===== config.mk =====
export PLATFORM = sky130hd
export DESIGN_NAME = pipeline_hazard_ctrl_flat
export DESIGN_NICKNAME = d
export VERILOG_FILES = /design/src/rtl/pipeline_hazard_ctrl_if.sv /design/src/rtl/pipeline_hazard_ctrl.sv /design/src/flat_wrapper.sv
export SDC_FILE = /design/constraint.sdc
export NUM_CORES = 1
export LEC_CHECK = 0
export CORE_ASPECT_RATIO = 0.6
export CORE_MARGIN = 2
export CORE_UTILIZATION = 36
export CTS_CLUSTER_DIAMETER = 40
export DETAILED_ROUTE_END_ITERATION = 16
export PLACE_DENSITY = 0.88
export SLEW_MARGIN = 15
export SYNTH_ARGS = -nofsm -noshare
export SYNTH_HDL_FRONTEND = slang
export SYNTH_SLANG_ARGS = --single-unit
export TNS_END_PERCENT = 100

===== constraint.sdc =====
create_clock -name clk -period 1.8 [get_ports clk]
set_input_delay 0.36 -clock clk [delete_from_list [all_inputs] [get_ports clk]]
set_output_delay 0.36 -clock clk [all_outputs]
set_load 0.02 [all_outputs]

===== src/rtl/pipeline_hazard_ctrl_if.sv =====
// Hazard-control bundle between the pipeline datapath and pipeline_hazard_ctrl.
//
// Ports grouped here:
//   id_rs1, id_rs2   ID-stage source register indices            (datapath -> ctrl)
//   ex_rd            EX-stage destination register index         (datapath -> ctrl)
//   ex_mem_read      EX-stage instruction is a load              (datapath -> ctrl)
//   ex_branch_taken  taken branch/jump resolved in EX            (datapath -> ctrl)
//   imem_ready       instruction memory returns a word this cycle(datapath -> ctrl)
//   pc_write, if_id_write, if_id_flush, id_ex_flush              (ctrl -> datapath)
//   imem_timeout     sticky instruction-fetch timeout            (ctrl -> datapath)
//   load_use_cnt, flush_cnt, miss_cnt  performance counters      (ctrl -> datapath)
//
// Modports: master = datapath side, slave = hazard controller side.
interface pipeline_hazard_ctrl_if #(
  parameter int unsigned CNT_W = 16
);
  logic [4:0]       id_rs1;
  logic [4:0]       id_rs2;
  logic [4:0]       ex_rd;
  logic             ex_mem_read;
  logic             ex_branch_taken;
  logic             imem_ready;
  logic             pc_write;
  logic             if_id_write;
  logic             if_id_flush;
  logic             id_ex_flush;
  logic             imem_timeout;
  logic [CNT_W-1:0] load_use_cnt;
  logic [CNT_W-1:0] flush_cnt;
  logic [CNT_W-1:0] miss_cnt;

  modport master (
    output id_rs1, id_rs2, ex_rd, ex_mem_read, ex_branch_taken, imem_ready,
    input  pc_write, if_id_write, if_id_flush, id_ex_flush, imem_timeout,
    input  load_use_cnt, flush_cnt, miss_cnt
  );

  modport slave (
    input  id_rs1, id_rs2, ex_rd, ex_mem_read, ex_branch_taken, imem_ready,
    output pc_write, if_id_write, if_id_flush, id_ex_flush, imem_timeout,
    output load_use_cnt, flush_cnt, miss_cnt
  );
endinterface


===== src/rtl/pipeline_hazard_ctrl.sv =====
// Pipeline hazard controller: resolves branch flushes, load-use stalls and
// instruction-fetch misses, tracks a stale in-flight fetch after a branch taken
// during a miss (DROP state), flags a sticky fetch timeout and optionally keeps
// performance counters.
//
// Ports:
//   clk    clock, all state on rising edge
//   reset  synchronous, active-high reset
//   hz     pipeline_hazard_ctrl_if.slave bundle (hazard inputs, control outputs,
//          imem_timeout, performance counters)
//
// Parameters:
//   CNT_W         width of each performance counter (must match the interface)
//   MISS_TIMEOUT  consecutive imem miss cycles before timeout, 2..255
//
// Build option: define HAZARD_PERF_CNT_EN to enable the performance counters;
// otherwise the counter outputs are tied to zero and no counter flops exist.
module pipeline_hazard_ctrl #(
  parameter int unsigned CNT_W        = 16,
  parameter int unsigned MISS_TIMEOUT = 64
) (
  input logic                   clk,
  input logic                   reset,
  pipeline_hazard_ctrl_if.slave hz
);

  localparam logic [7:0] MissMax = 8'(MISS_TIMEOUT);

  typedef enum logic [0:0] {StRun, StDrop} state_e;

  state_e     state_q, state_d;
  logic [7:0] miss_q, miss_d;
  logic       timeout_q;
  logic       load_use;
  logic       load_use_evt;
  logic       flush_evt;

  assign load_use = hz.ex_mem_read & (hz.ex_rd != 5'd0) &
                    ((hz.ex_rd == hz.id_rs1) | (hz.ex_rd == hz.id_rs2));

  // Control outputs and next state. Defaults are the reset/bubble values.
  always_comb begin
    hz.pc_write    = 1'b0;
    hz.if_id_write = 1'b0;
    hz.if_id_flush = 1'b1;
    hz.id_ex_flush = 1'b1;
    state_d        = state_q;
    load_use_evt   = 1'b0;
    flush_evt      = 1'b0;
    if (reset) begin
      state_d = StRun;
    end else if (hz.ex_branch_taken) begin
      hz.pc_write = 1'b1;
      flush_evt   = 1'b1;
      // A branch during a miss leaves a wrong-path fetch in flight; drop it.
      state_d     = hz.imem_ready ? StRun : StDrop;
    end else begin
      // Any returned word ends a pending drop, whatever else happens.
      if (hz.imem_ready) state_d = StRun;
      if (load_use) begin
        hz.if_id_flush = 1'b0;
        load_use_evt   = 1'b1;
      end else if (!hz.imem_ready) begin
        hz.id_ex_flush = 1'b0;
      end else if (state_q == StDrop) begin
        // Stale word returned: discard it and refetch.
        hz.id_ex_flush = 1'b0;
        flush_evt      = 1'b1;
      end else begin
        hz.pc_write    = 1'b1;
        hz.if_id_write = 1'b1;
        hz.if_id_flush = 1'b0;
        hz.id_ex_flush = 1'b0;
      end
    end
  end

  // Consecutive-miss counter, saturating at the timeout threshold.
  always_comb begin
    miss_d = miss_q;
    if (hz.imem_ready) begin
      miss_d = 8'd0;
    end else if (miss_q != MissMax) begin
      miss_d = miss_q + 8'd1;
    end
  end

  always_ff @(posedge clk) begin
    if (reset) begin
      state_q   <= StRun;
      miss_q    <= 8'd0;
      timeout_q <= 1'b0;
    end else begin
      state_q <= state_d;
      miss_q  <= miss_d;
      if (miss_d == MissMax) timeout_q <= 1'b1;
    end
  end

  assign hz.imem_timeout = timeout_q;

`ifdef HAZARD_PERF_CNT_EN
  localparam logic [CNT_W-1:0] CntMax = '1;
  localparam logic [CNT_W-1:0] CntOne = CNT_W'(1);

  logic [CNT_W-1:0] load_use_cnt_q;
  logic [CNT_W-1:0] flush_cnt_q;
  logic [CNT_W-1:0] miss_cnt_q;

  always_ff @(posedge clk) begin
    if (reset) begin
      load_use_cnt_q <= '0;
      flush_cnt_q    <= '0;
      miss_cnt_q     <= '0;
    end else begin
      if (load_use_evt && load_use_cnt_q != CntMax) load_use_cnt_q <= load_use_cnt_q + CntOne;
      if (flush_evt && flush_cnt_q != CntMax)       flush_cnt_q    <= flush_cnt_q + CntOne;
      if (!hz.imem_ready && miss_cnt_q != CntMax)   miss_cnt_q     <= miss_cnt_q + CntOne;
    end
  end

  assign hz.load_use_cnt = load_use_cnt_q;
  assign hz.flush_cnt    = flush_cnt_q;
  assign hz.miss_cnt     = miss_cnt_q;
`else
  logic unused_evt;
  assign unused_evt      = load_use_evt ^ flush_evt;
  assign hz.load_use_cnt = '0;
  assign hz.flush_cnt    = '0;
  assign hz.miss_cnt     = '0;
`endif

endmodule


===== src/flat_wrapper.sv =====
// flat-port wrapper written by rule: the top's interface ports become plain ports
module pipeline_hazard_ctrl_flat 
#(
  parameter int unsigned CNT_W        = 16,
  parameter int unsigned MISS_TIMEOUT = 64
)
  (clk, reset, hz_id_rs1, hz_id_rs2, hz_ex_rd, hz_ex_mem_read, hz_ex_branch_taken, hz_imem_ready, hz_pc_write, hz_if_id_write, hz_if_id_flush, hz_id_ex_flush, hz_imem_timeout, hz_load_use_cnt, hz_flush_cnt, hz_miss_cnt);
  pipeline_hazard_ctrl_if #(.CNT_W(CNT_W)) hz_i ();
  input logic clk;
  input logic reset;
  input wire logic [$bits(hz_i.id_rs1)-1:0] hz_id_rs1;
  input wire logic [$bits(hz_i.id_rs2)-1:0] hz_id_rs2;
  input wire logic [$bits(hz_i.ex_rd)-1:0] hz_ex_rd;
  input wire logic [$bits(hz_i.ex_mem_read)-1:0] hz_ex_mem_read;
  input wire logic [$bits(hz_i.ex_branch_taken)-1:0] hz_ex_branch_taken;
  input wire logic [$bits(hz_i.imem_ready)-1:0] hz_imem_ready;
  output wire logic [$bits(hz_i.pc_write)-1:0] hz_pc_write;
  output wire logic [$bits(hz_i.if_id_write)-1:0] hz_if_id_write;
  output wire logic [$bits(hz_i.if_id_flush)-1:0] hz_if_id_flush;
  output wire logic [$bits(hz_i.id_ex_flush)-1:0] hz_id_ex_flush;
  output wire logic [$bits(hz_i.imem_timeout)-1:0] hz_imem_timeout;
  output wire logic [$bits(hz_i.load_use_cnt)-1:0] hz_load_use_cnt;
  output wire logic [$bits(hz_i.flush_cnt)-1:0] hz_flush_cnt;
  output wire logic [$bits(hz_i.miss_cnt)-1:0] hz_miss_cnt;
  assign hz_i.id_rs1 = hz_id_rs1;
  assign hz_i.id_rs2 = hz_id_rs2;
  assign hz_i.ex_rd = hz_ex_rd;
  assign hz_i.ex_mem_read = hz_ex_mem_read;
  assign hz_i.ex_branch_taken = hz_ex_branch_taken;
  assign hz_i.imem_ready = hz_imem_ready;
  assign hz_pc_write = hz_i.pc_write;
  assign hz_if_id_write = hz_i.if_id_write;
  assign hz_if_id_flush = hz_i.if_id_flush;
  assign hz_id_ex_flush = hz_i.id_ex_flush;
  assign hz_imem_timeout = hz_i.imem_timeout;
  assign hz_load_use_cnt = hz_i.load_use_cnt;
  assign hz_flush_cnt = hz_i.flush_cnt;
  assign hz_miss_cnt = hz_i.miss_cnt;
  pipeline_hazard_ctrl #(.CNT_W(CNT_W), .MISS_TIMEOUT(MISS_TIMEOUT)) u_core (.clk(clk), .reset(reset), .hz(hz_i));
endmodule

# Yosys cells after proc, flatten, opt, wreduce, memory -nomap -nowiden
# Index checks and enable logic that the tools add are counted.
# totals
input_bits,20
out_inout_bits,53
register_bits,10
wordCells,33
# op_classes
mux,20
n_eq_ne,4
reduce_logical,2
add_sub_neg,1
bitwise,3
# ops
op,count
$mux W1,18
$mux W8,2
$eq A5 B5 Y1,2
$add A8 B1 Y8 const B,1
$eq A8 B7 Y1 const B,1
$ne A8 B7 Y1 const B,1
$reduce_bool A5 Y1,1
$and A1 B1 Y1,2
$reduce_bool A2 Y1,1
$or A1 B1 Y1,1

# Depth between registers and ports, before layout
# depth
ltp_word,6
mapped_depth,6
mapped_depth_nobuf,6

# Worst setup path before layout
# OpenSTA, ideal clock, no wires.
# synth_timing
path_type,in2out
start,in hz_ex_rd[0]
end,out hz_if_id_write
path_buffers,0
required_ns,1.440
setup_slack_ns,-0.312
arrival_time_ns,1.752
stages,4
cell_sequence,or4_1 -> o21ai_1 -> a21oi_1 -> nor4_1
# synth_via
elab_chain_cells,6
word_cells_on_any_way,9
cone_classes,2 x eq/ne; 3 x mux; 3 x bitwise; 1 x reduce/logical
# synth_lines
element,line_no,rtl
"start, declared",flat_wrapper.sv:13,input wire logic [$bits(hz_i.ex_rd)-1:0] hz_ex_rd;
$eq A5 B5 Y1 or $reduce_bool A5 Y1 (tied branches),"pipeline_hazard_ctrl.sv:39, pipeline_hazard_ctrl.sv:38",
$or A1 B1 Y1 or $and A1 B1 Y1 (tied branches),"pipeline_hazard_ctrl.sv:39, pipeline_hazard_ctrl.sv:38",
$and A1 B1 Y1 *,pipeline_hazard_ctrl.sv:38,assign load_use = hz.ex_mem_read & (hz.ex_rd != 5'd0) &
$mux W1 *,pipeline_hazard_ctrl.sv:60,if (load_use) begin
$mux W1 *,pipeline_hazard_ctrl.sv:52,end else if (hz.ex_branch_taken) begin
$mux W1 *,pipeline_hazard_ctrl.sv:50,if (reset) begin
"end, declared",flat_wrapper.sv:18,output wire logic [$bits(hz_i.if_id_write)-1:0] hz_if_id_write;
# Every way passes the cells marked *; elsewhere a longest branch is shown, timed or not.

# Worst setup path after layout
# layout_timing
start,in hz_ex_rd[4]
end,out hz_pc_write
# layout_via
elab_chain_cells,6
word_cells_on_any_way,9
cone_classes,2 x eq/ne; 3 x mux; 3 x bitwise; 1 x reduce/logical
# layout_lines
element,line_no,rtl
$eq A5 B5 Y1 or $reduce_bool A5 Y1 (tied branches),"pipeline_hazard_ctrl.sv:39, pipeline_hazard_ctrl.sv:38",
$or A1 B1 Y1 or $and A1 B1 Y1 (tied branches),"pipeline_hazard_ctrl.sv:39, pipeline_hazard_ctrl.sv:38",
$and A1 B1 Y1 *,pipeline_hazard_ctrl.sv:38,
$mux W1 *,pipeline_hazard_ctrl.sv:60,
$mux W1 *,pipeline_hazard_ctrl.sv:52,
$mux W1 *,pipeline_hazard_ctrl.sv:50,
"end, declared",flat_wrapper.sv:17,output wire logic [$bits(hz_i.pc_write)-1:0] hz_pc_write;
# Marks and branches as above.

==> summary.md <==
| Metric | Value |
|---|---|
| Initial Utilization | `37.72%` |
| Syn Inst Count | `roughly 140` |
| Sequential fraction of the synthesis area | `between 10% and 20%` |
| ANT cells | `0` |
| DIE AREA | `roughly 0.0035 mm2` |
| Worst-skew pair later-pin latency | `around 230 ps` |
| Crit path arrival time | `around 1700 ps` |
| Mapped Area | `around 0.0011 mm2` |
| # IOs | `between 70 and 80` |
| Final Cycle Share | `112.4%` |
| CTS tree | `yes` |
| Crit Path Class | `input pin to output pin` |
| Vias per cell | `4.190` |
| Share of cells above drive strength 1 | `28.40%` |
| Core Area | `between 0.002 and 0.003 mm2` |
| Mean Syn Cell Area | `7.971 um2` |
| Post-route ant nets | `0` |
| Core Rows | `15` |
| Total Routing Usage GR | `between 15 and 20%` |
| Die height | `around 46 um` |
| Final wirelength | `around 2500 um` |
| Num CTS Buffers | `3` |
| Vias in the first global route | `just under 800` |
| Synthesized flop and latch total | `10` |
| Pwr Total | `approximately 700 uW` |
| CP max stage delay | `550 ps` |
| H-tree depth | `1` |
| RePlAce Congestion | `~0.94` |
| Hold slack | `481.8 ps` |
| CTS max path bufs | `2` |
| Final min period | `2023 ps` |
| FILL cells | `between 200 and 300` |
| Core Util, Final | `between 40% and 50%` |
| Pin count of the biggest net entering global routing | `8` |
| Detailed placement HPWL | `1973 um` |
| Power Density | `a little over 500 mW/mm2` |
| Final-report max-slew violation count | `0` |
| Failing checks | `setup timing` |
| CTS clk-pin slew, worst paths | `approximately 50 ps` |
| Initial antenna violation count | `0` |
| Status | `finished, violations left` |
| Die width | `approximately 75 um` |
| WL/cell | `about 12 um` |
| Final critical-path setup slack | `-223.1 ps` |
| CTS Sinks | `10` |
| First-pass GRT wire length | `3822 um` |
| Hold_buf cts | `0` |
| Layout net count | `193` |
| CTS Root Buffer Type | `clkbuf_8` |
| Fmax | `between 0.4 and 0.5 GHz` |
| DRC Markers | `0` |
| RSZ-0062 raised after global routing | `yes` |
| Critical path launch point type | `input pin` |
| LEAKAGE | `0.5915 nW` |
| Crit. End Element | `output pin` |
| Worst vdd ir | `about 340 uV` |
| Critical path's slowest cell | `or4_4` |
| Total gr overflow | `0` |
| Skew final | `around 1.7 ps` |
| Drt first-iter violations | `27` |
| Data required time of the worst path | `about 1400 ps` |
| Syn-to-layout area delta | `27.44%` |
| Crit-path cells | `buf_8, or4_4, o21ai_4, a21oi_4, o31ai_4, buf_6` |
| Via count | `between 800 and 900` |
| Synthesis Warnings | `0` |
| Fin. Hold Viols | `0` |
| Hold crit path type | `flip-flop to flip-flop` |
| CP max FO | `4` |
| TNS Setup | `-655.0 ps` |
| Router iterations before antenna repair | `5` |
| Final setup viols | `4` |
| Number of port buffers | `24` |
| Synth cell types | `29` |
| Max_cap viols | `0` |
## worst paths after layout
check / end / slack, ps / cells after the start / start
worst max-delay path: hz_pc_write / -220 / 6 / hz_ex_rd[4]
worst min-delay path: u_core.state_q$_SDFFE_PP0P_ / 480 / 1 / u_core.state_q$_SDFFE_PP0P_
worst max register to register: u_core.hz.imem_timeout$_SDFFE_PP0N_ / 110 / 6 / u_core.miss_q[1]$_SDFF_PP0_
worst min register to register: u_core.state_q$_SDFFE_PP0P_ / 480 / 1 / u_core.state_q$_SDFFE_PP0P_
## stage by stage
| step | cells | worst slack [ps] | instance area, um2 |
|---|---|---|---|
| 3_5_place_dp | 207 | -1126 | 1251 |
| 5_1_grt | 211 | -244.2 | 1371 |
| 2_1_floorplan | 182 | -108.6 | 1264 |
| 3_3_place_gp | 207 | -1015 | 1251 |
| 4_1_cts | 211 | -215.9 | 1308 |
| 6_report | 211 | -223.1 | 1371 |
## cell type report
class                           instances  area [um2]  area share, %
Multi-Input combinational cell        119       784.5          57.21
Timing Repair Buffer                   33       276.5          20.16
Sequential cell                        10       201.4          14.69
Tap cell                               42       52.55          3.832
Clock buffer                            3       41.29          3.011
Inverter                                4       15.01          1.095
## cell usage in the layout (no fill, tap or decap), drive strengths merged, types with 2 or more instances in the layout
cell type,Yosys,final
nand2,5,5
clkdlybuf4s15,0,2
a21oi,3,3
clkdlybuf4s50,0,5
dlygate4sd2,0,5
o21ai,3,3
a2111oi,2,2
nand2b,3,3
xnor2,8,8
nor4,3,3
ha,2,2
conb,1,48
dfxtp,10,10
xor2,9,9
nor2,13,13
nor3,2,2
and2,2,2
and3,2,2
clkbuf,0,5
nand3,6,6
inv,4,4
buf,49,19
## per-layer routing
layer  share of wire [%]  track usage [%]
met3                 7.0            5.689
met2                  49            24.96
met5                   0                0
met1                  41            20.13
met4                 2.4            3.571
## what timing repair did
item / CTS / global route
pin swaps: 16 / 6
gates resized for setup: 68 / 18
setup buffers: 1 / 0
hold endpoints to repair: 0 / 0
endpoints found under the setup margin: 4 / 5
cloned: 0 / 0
## cells by family after synthesis
| group | after synthesis | synth area share (%) |
|---|---|---|
| xor gates and xnor gates | 17 | 13.84 |
| and+or+nand+nor | 39 | 20.23 |
| buffers and inverters | 53 | 35.35 |
| DFF | 10 | 18.60 |
| AOI/OAI and AO/OA | 13 | 9.303 |
| adders and majority gates | 2 | 2.325 |
| other | 1 | 0.3485 |
## synth_stat cells
master / number / share of area, %
o221ai_1: 1 / 0.81
o21ai_0: 2 / 0.93
dfxtp_1: 10 / 19
nand2b_1: 3 / 1.7
xor2_1: 9 / 7.3
a21boi_0: 1 / 0.70
nor4b_4: 1 / 2.2
nor2_1: 13 / 4.5
or4_1: 1 / 0.70
ha_1: 2 / 2.3
nand2_1: 5 / 1.7
o21a_1: 1 / 0.70
xnor2_1: 8 / 6.5
and3_1: 2 / 1.2
nor4_1: 3 / 1.7
conb_1: 1 / 0.35
nand3_2: 2 / 1.9
nor3_1: 2 / 0.93
a2111oi_2: 2 / 2.8
nand4_1: 1 / 0.58
o21ai_1: 1 / 0.46
buf_2: 1 / 0.46
buf_4: 48 / 33
o2111ai_1: 1 / 0.81
nand3_1: 4 / 1.9
inv_1: 4 / 1.4
a21oi_1: 3 / 1.4
and2_1: 2 / 1.2
o31ai_1: 1 / 0.70
## critical path, delay by kind of cell
kind / cells / cell delay [ps]
compound gates: 3 / 490
buf+inv: 2 / 260
simple gates: 1 / 550
## sequential cells by signal, indices dropped and copies added, names as in the netlist
signal,count
u_core.miss_q,8
u_core.hz.imem_timeout,1
u_core.state_q,1
## where the power goes
group	leakage [nW]	internal (mW)	total (mW)	switching, mW
logic	0.488	0.0798	0.243	0.163
registers	0.0815	0.225	0.228	0.00285
clock network	0.0216	0.146	0.229	0.0825
(Power assumes the default switching activity.)
